**src/rtl/load_store_unit.sv**
```systemverilog
// load_store_unit
// Purpose: bridges a single-issue pipeline access request onto a word-wide data
// memory. Word accesses go straight through. Byte and halfword accesses use
// big-endian lane selection. Loads are sign- or zero-extended. Sub-word stores
// use a read-modify-write sequence.
//
// Configuration macro: LSU_SUBWORD_EN
//   defined   - byte/halfword loads and stores are supported.
//   undefined - only word accesses exist; sizes 00/01 are reported as errors.
//
// Ports:
//   clk, reset       - clock; asynchronous active-high reset
//   req_*            - request handshake (valid/ready), write flag, size,
//                      unsigned flag, byte address, right-justified store data
//   resp_*           - one-cycle completion pulse with load data and error flag
//   mem_*            - word-aligned data-memory port; read data returns
//                      combinationally, writes commit on the next clock edge
module load_store_unit (
    input  logic        clk,
    input  logic        reset,
    input  logic        req_valid,
    output logic        req_ready,
    input  logic        req_write,
    input  logic [1:0]  req_size,
    input  logic        req_unsigned,
    input  logic [31:0] req_addr,
    input  logic [31:0] req_wdata,
    output logic        resp_valid,
    output logic [31:0] resp_rdata,
    output logic        resp_error,
    output logic [31:0] mem_address,
    output logic [31:0] mem_write_data,
    output logic        mem_read,
    output logic        mem_write,
    input  logic [31:0] mem_read_data
);

    localparam logic [1:0] SIZE_BYTE = 2'b00;
    localparam logic [1:0] SIZE_HALF = 2'b01;
    localparam logic [1:0] SIZE_WORD = 2'b10;

    typedef enum logic [2:0] {
        ST_IDLE,
        ST_LOAD,
        ST_RMW_READ,
        ST_WRITE,
        ST_RESP
    } state_t;

    state_t      state_q, state_d;
    logic        req_bad;
    logic        write_q, write_d;
    logic        err_q, err_d;
    logic [29:0] waddr_q, waddr_d;
    // data_q holds the store word before WRITE (raw or merged).
    // After a load it holds the extended load result.
    logic [31:0] data_q, data_d;
    logic [31:0] load_value;

`ifdef LSU_SUBWORD_EN
    logic [1:0]  offset_q, offset_d;
    logic [1:0]  size_q, size_d;
    logic        unsigned_q, unsigned_d;
    logic [7:0]  lane_byte;
    logic [15:0] lane_half;
    logic [31:0] merge_value;
`else
    logic        unused_req_unsigned;
    assign unused_req_unsigned = req_unsigned;
    assign load_value          = mem_read_data;
`endif

    // Request legality, evaluated on the live request at acceptance.
    always_comb begin
        case (req_size)
`ifdef LSU_SUBWORD_EN
            SIZE_BYTE: req_bad = 1'b0;
            SIZE_HALF: req_bad = req_addr[0];
`endif
            SIZE_WORD: req_bad = (req_addr[1:0] != 2'b00);
            default:   req_bad = 1'b1;
        endcase
    end

    // FSM: state register
    always_ff @(posedge clk or posedge reset) begin
        if (reset) begin
            state_q <= ST_IDLE;
        end else begin
            state_q <= state_d;
        end
    end

    // FSM: next state
    always_comb begin
        state_d = state_q;
        case (state_q)
            ST_IDLE: begin
                if (req_valid) begin
                    if (req_bad) begin
                        state_d = ST_RESP;
                    end else if (!req_write) begin
                        state_d = ST_LOAD;
`ifdef LSU_SUBWORD_EN
                    end else if (req_size != SIZE_WORD) begin
                        state_d = ST_RMW_READ;
`endif
                    end else begin
                        state_d = ST_WRITE;
                    end
                end
            end
            ST_LOAD:     state_d = ST_RESP;
`ifdef LSU_SUBWORD_EN
            ST_RMW_READ: state_d = ST_WRITE;
`endif
            ST_WRITE:    state_d = ST_RESP;
            ST_RESP:     state_d = ST_IDLE;
            default:     state_d = ST_IDLE;
        endcase
    end

    // FSM: outputs. Everything is decoded from state.
    // This lets an asynchronous reset silence the memory strobes immediately.
    always_comb begin
        req_ready      = (state_q == ST_IDLE);
        resp_valid     = (state_q == ST_RESP);
        resp_error     = (state_q == ST_RESP) && err_q;
        resp_rdata     = ((state_q == ST_RESP) && !err_q && !write_q) ? data_q : 32'h0;
        mem_read       = (state_q == ST_LOAD) || (state_q == ST_RMW_READ);
        mem_write      = (state_q == ST_WRITE);
        mem_address    = (mem_read || mem_write) ? {waddr_q, 2'b00} : 32'h0;
        mem_write_data = mem_write ? data_q : 32'h0;
    end

    // Request capture and data path
    always_comb begin
        write_d = write_q;
        err_d   = err_q;
        waddr_d = waddr_q;
        data_d  = data_q;
`ifdef LSU_SUBWORD_EN
        offset_d   = offset_q;
        size_d     = size_q;
        unsigned_d = unsigned_q;
`endif
        case (state_q)
            ST_IDLE: begin
                if (req_valid) begin
                    write_d = req_write;
                    err_d   = req_bad;
                    waddr_d = req_addr[31:2];
                    data_d  = req_wdata;
`ifdef LSU_SUBWORD_EN
                    offset_d   = req_addr[1:0];
                    size_d     = req_size;
                    unsigned_d = req_unsigned;
`endif
                end
            end
            ST_LOAD:     data_d = load_value;
`ifdef LSU_SUBWORD_EN
            ST_RMW_READ: data_d = merge_value;
`endif
            default: ;
        endcase
    end

`ifdef LSU_SUBWORD_EN
    // Big-endian lanes: byte offset 0 is the most significant byte.
    always_comb begin
        case (offset_q)
            2'd0:    lane_byte = mem_read_data[31:24];
            2'd1:    lane_byte = mem_read_data[23:16];
            2'd2:    lane_byte = mem_read_data[15:8];
            default: lane_byte = mem_read_data[7:0];
        endcase
        lane_half = offset_q[1] ? mem_read_data[15:0] : mem_read_data[31:16];
        case (size_q)
            SIZE_BYTE: load_value = {{24{!unsigned_q && lane_byte[7]}}, lane_byte};
            SIZE_HALF: load_value = {{16{!unsigned_q && lane_half[15]}}, lane_half};
            default:   load_value = mem_read_data;
        endcase
    end

    // Store merge: data_q still holds the right-justified store data here.
    always_comb begin
        merge_value = mem_read_data;
        case (size_q)
            SIZE_BYTE: begin
                case (offset_q)
                    2'd0:    merge_value[31:24] = data_q[7:0];
                    2'd1:    merge_value[23:16] = data_q[7:0];
                    2'd2:    merge_value[15:8]  = data_q[7:0];
                    default: merge_value[7:0]   = data_q[7:0];
                endcase
            end
            SIZE_HALF: begin
                if (offset_q[1]) begin
                    merge_value[15:0] = data_q[15:0];
                end else begin
                    merge_value[31:16] = data_q[15:0];
                end
            end
            default: ;
        endcase
    end
`endif

    always_ff @(posedge clk or posedge reset) begin
        if (reset) begin
            write_q <= 1'b0;
            err_q   <= 1'b0;
            waddr_q <= 30'h0;
            data_q  <= 32'h0;
`ifdef LSU_SUBWORD_EN
            offset_q   <= 2'b00;
            size_q     <= 2'b00;
            unsigned_q <= 1'b0;
`endif
        end else begin
            write_q <= write_d;
            err_q   <= err_d;
            waddr_q <= waddr_d;
            data_q  <= data_d;
`ifdef LSU_SUBWORD_EN
            offset_q   <= offset_d;
            size_q     <= size_d;
            unsigned_q <= unsigned_d;
`endif
        end
    end

endmodule

```
**config.mk**
```make
export PLATFORM = sky130hd
export DESIGN_NAME = load_store_unit
export DESIGN_NICKNAME = d
export VERILOG_FILES = /design/src/rtl/load_store_unit.sv
export SDC_FILE = /design/constraint.sdc
export NUM_CORES = 1
export LEC_CHECK = 0
export ABC_AREA = 1
export CAP_MARGIN = 20
export CORE_ASPECT_RATIO = 0.9
export CORE_MARGIN = 5
export CORE_UTILIZATION = 43
export DETAILED_ROUTE_END_ITERATION = 10
export HOLD_SLACK_MARGIN = 0.06
export PLACE_DENSITY = 0.87
export RECOVER_POWER = 25
export SETUP_SLACK_MARGIN = 0.5
export SYNTH_ARGS = -nofsm -noshare
export SYNTH_HDL_FRONTEND = slang
export SYNTH_SLANG_ARGS = --single-unit
```
**constraint.sdc**
```tcl
create_clock -name clk -period 4.8 [get_ports clk]
set_clock_uncertainty 0.05 [all_clocks]
set_input_delay 0.96 -clock clk [delete_from_list [all_inputs] [get_ports clk]]
set_output_delay 0.96 -clock clk [all_outputs]
set_load 0.05 [all_outputs]
```
# == Word-level counts from Yosys, hierarchy flattened ==
# Index checks and enable logic that the tools add are counted.
# totals
reg_bits,67
inputBits,103
output_inout_bits,101
wordCells,34
# classes
n_eq_ne,6
muxes,10
reduce_logical,13
# ops
cell,count
$mux W32,4
$pmux W32 S2,1
$eq A3 B2 Y1 const B,2
$mux W3,2
$pmux W3 S2,1
$reduce_and A2 Y1,2
$reduce_bool A2 Y1,2
$eq A3 B1 Y1 const B,1
$eq A3 B3 Y1 const B,1
$logic_and A1 B1 Y1,3
$logic_not A3 Y1,1
$eq A2 B2 Y1 const B,1
$logic_not A1 Y1,2
$logic_or A1 B1 Y1,2
$mux W2,1
$ne A2 B2 Y1 const B,1
$reduce_or A2 Y1,1
$mux W1,1

# == Logic depth before layout (Yosys ltp) ==
# logic_depth
ltp_word,5
ltp_mapped,8
ltp_nobuf,6

# == Worst setup path after synthesis ==
# No wires, ideal clock.
# synth_path
kind,register -> output
startpoint,register state_q[0]
endpoint,output resp_rdata[10]
arrival_ps,2146
required_time_ps,3790
slack_ps,1644
stages_incl_launch_ff,8
path_buffers,2
path_cell_list,dfrtp_1 > buf_2 > inv_1 > nand2_2 > nor2_2 > nand2_1 > buf_2 > nor2_1
# synth_via
elab_chain_len,4
# synth_lines
item,line_no,text
"start, declared",50,"state_t state_q, state_d;"
"start signal, assigned",90,state_q <= state_d;
$eq A3 B3 Y1,n/a,
net resp_valid,28,"output logic resp_valid,"
$logic_and A1 B1 Y1 (2 in series),129,resp_rdata = ((state_q == ST_RESP) && !err_q && !write_q) ? data_q : 32'h0;
$mux W32,129,
"end, declared",29,"output logic [31:0] resp_rdata,"
# The timed path passes the listed nets, and every way through them passes these cells.

# == Final worst setup path ==
# layout_path
startpoint,register state_q[1]
endpoint,output resp_rdata[17]
# layout_via
elab_chain_len,4
# layout_lines
item,line_no
$eq A3 B3 Y1,129
$logic_and A1 B1 Y1 (2 in series),129
$mux W32,129
# Every way passes these cells.

==> summary.md <==
| Metric | Value |
|---|---|
| Cell Rows | 32 |
| Measured slew at the worst slew-check pin | 2.009 ns |
| Clk Latency, worst-skew pair | 0.33 ns |
| Num ports | 204 |
| Period utilization | 0.8433 |
| YS warnings | 0 |
| Largest fanout on the critical path | 34 |
| Vias in the first global route | 4026 |
| CTS clk-pin slew, worst paths | 0.07 ns |
| Syn Inst Count | 551 |
| First-pass detailed-route iteration total | 5 |
| Antenna Cells | 0 |
| DR iter-0 viols | 236 |
| Area contributors post-synth | dfrtp_1 45%, nand2_1 13%, nor2_1 13% |
| # placed instances | 835 |
| CTS tree | done |
| Max Cap Viol | 1 |
| Slowest CP cell | clkdlybuf4s50_1 |
| Total Neg Setup Slack | 0 ns |
| Fmax | 0.2470 GHz |
| Post-CTS Hold Fix Bufs | 0 |
| Final RePlAce weighted congestion | 0.7804 |
| Sw Share | 0.3954 |
| Status | complete, but fails checks |
| Crit-path max cell delay | 0.84 ns |
| Largest net degree at the start of global routing | 98 |
| Register area share after synthesis | 0.4456 |
| Clock Root Buffer | clkbuf_8 |
| Nets | 831 |
| Initial core utilization | 0.4391 |
| Synthesized cell area | 0.003762 mm^2 |
| Worst path bufs/invs | 2 |
| Top sig layer | met4 |
| RSZ-0062 raised after global routing | no |
| Pleak | 2.977 nW |
| Min Clock Period, post-route | 4.048 ns |
| Final Non-Filler Cells | 852 |
| Drt drc | 0 |
| Post-CTS Setup Bufs | 0 |
| Kind of end point of the critical path | output port |
| Fin. max-slew vios | 39 |
| Depth of the CTS H-tree | 3 |
| Reg power frac | 0.405 |
| Via/cell ratio | 4.837 |
| Synth area leader | dfrtp_1 |
| Logic pwr share | 0.398 |
| Clock tree buffer depth | 2 |
| Core ar. | 0.008568 mm^2 |
| Relative slew slack | -0.3395 |
| Antenna violations before repair | 0 |
| Die ar. | 0.01072 mm^2 |
| Mean routed wirelength per cell | 14.23 um |
| Final worst slack | 0.7522 ns |
| Metal-1 WL | 4720 um |
| Horizontal die dimension | 108.6 um |
| Pwr per Cell Area | 396.2 mW/mm^2 |
| I/O Buffers | 200 |
| Crit path max-delay family | buffers and inverters |
| Min Hold Slack | 0.4374 ns |
| Internal Power | 1.412 mW |
| Critical Path Start Type | register |
| Clock Sinks | 67 |
| Hold WC Path Type | reg -> reg |
| Fin util | 0.6878 |
| Critical path class | reg -> out |
| Vias after detailed routing | 4121 |
| Netlist cell types | 20 |
| Layout area overhead | 56.63% |
| Final WL | 12120 um |
| First-pass GRT wire length | 19350 um |
| WP data arrival | 3.04 ns |
| CP cell instances | inv_2 > nand2_2 > nor2_2 > nand2_2 > nor2_1 > clkdlybuf4s50_1 |
| Gr usage total | 0.2248 |
| Die Y | 98.74 um |
| Clock share of power | 0.197 |
| Final-report hold violation count | 0 |
| Dpl ws | 0.7528 ns |
| Synth top area share | 0.4456 |
| Most used cell along the critical path | nand2_2 |
| Data required time at the worst endpoint | 3.79 ns |
| Failing checks | capacitance limit, slew limit |
| Final setup fails | 0 |
| Antenna viol nets, final | 0 |
| P_sw | 923.2 uW |
| Post_cts resized | 2 |
| Syn Area/Cell | 6.828 um^2 |
| Hpwl dp | 8629 um |
| Num CTS Buffers | 9 |
| Layout cells sized above 1 | 0.08322 |
| Max IR drop VDD | 197.2 uV |
| Grt total ovfl | 0 |
| Seq cells post-synth | 67 |
| WL met2 | 5975 um |
| Met3 WL | 1272 um |
## metal layers
| metal | global-route usage | up-vias |
|---|---|---|
| li1 | - | 2035 |
| met1 | 0.2709 | 1892 |
| met2 | 0.3914 | 179 |
| met3 | 0.06876 | 15 |
| met4 | 0.05437 | 0 |
| met5 | 0 | - |
## layout by cell type (no fill, tap or decap)
cell type and n:
clkinv_2 1, dfrtp_1 67, nor2_1 130, nor3_2 1, buf_4 36, clkbuf_8 10, inv_1 69, nand2_2 3
nand4_1 32, clkdlybuf4s50_1 165, dlygate4sd3_1 1, nor2_2 1, nand2_1 133, clkbuf_1 4, a21oi_1 33, o21ai_0 1
buf_16 1, conb_1 2, buf_12 2, inv_2 1, bufinv_16 1, nand3_2 1, nand3_1 33, nand3_4 1
nor3_1 2, clkinvlp_4 2
## cell families after synthesis
group	count (synthesis)	synth area share
buffers and inverters	112	0.1340
AO/OA/AOI/OAI	34	0.04523
AND/OR/NAND/NOR	337	0.3741
flip-flops	67	0.4456
other	1	0.0009967
## layout make-up
class                           count  area, um^2
Clock buffer                       12       145.1
Clock inverter                      4       50.05
Fill cell                         751        2675
Inverter                           70       262.8
Multi-Input combinational cell    373        1603
Sequential cell                    67        1677
Tap cell                          119       148.9
Timing Repair Buffer              207        2007
## path summary, 6_finish.rpt
path	from	to	slack [ns]	cells past startpoint
worst min-delay path	write_q$_DFFE_PP0P_	write_q$_DFFE_PP0P_	0.44	2
max in group asynchronous	reset	data_q[15]$_DFFE_PP0P_	0.96	3
min in group asynchronous	reset	waddr_q[11]$_DFFE_PP0P_	1.31	2
worst max-delay path	state_q[1]$_DFFE_PP0P_	resp_rdata[17]	0.75	6
worst min register to register	write_q$_DFFE_PP0P_	write_q$_DFFE_PP0P_	0.44	2
worst max register to register	state_q[2]$_DFFE_PP0P_	waddr_q[19]$_DFFE_PP0P_	2.01	6
## power groups by stage
stage | clock network, mW | logic (mW) | registers [mW]
3_5_place_dp | 0 | 0.921 | 0.956
6_report | 0.461 | 0.929 | 0.945
2_1_floorplan | 0 | 0.661 | 0.923
3_3_place_gp | 0 | 0.885 | 0.944
4_1_cts | 0.474 | 0.928 | 0.944
5_1_grt | 0.499 | 1.04 | 0.977
## worst min-delay path, cell delays in order (launching register included)
cell     delay [ns]
dfrtp_1        0.34
nand2_1        0.05
o21ai_0        0.06
## stage by stage
stage               power [mW]  instance area, um^2
floorplan                1.584                 3766
global placement         1.829                 5673
detailed placement       1.876                 5673
CTS                      2.346                 5873
global route             2.520                 5893
finish                   2.335                 5893
## state kept, by name, indices dropped and copies added, names as in the netlist
register and cells:
data_q 32, err_q 1, state_q 3, write_q 1
waddr_q 30
## cells in the mapped netlist (all sizes together)
| master | instances |
|---|---|
| nor2 | 131 |
| nor3 | 3 |
| dfrtp | 67 |
| conb | 1 |
| buf | 32 |
| nand3 | 35 |
| a21oi | 33 |
| inv | 70 |
| nand2 | 136 |
| nand4 | 32 |
| o21ai | 1 |
| clkbuf | 10 |
Power figures use the tool's default switching activity.
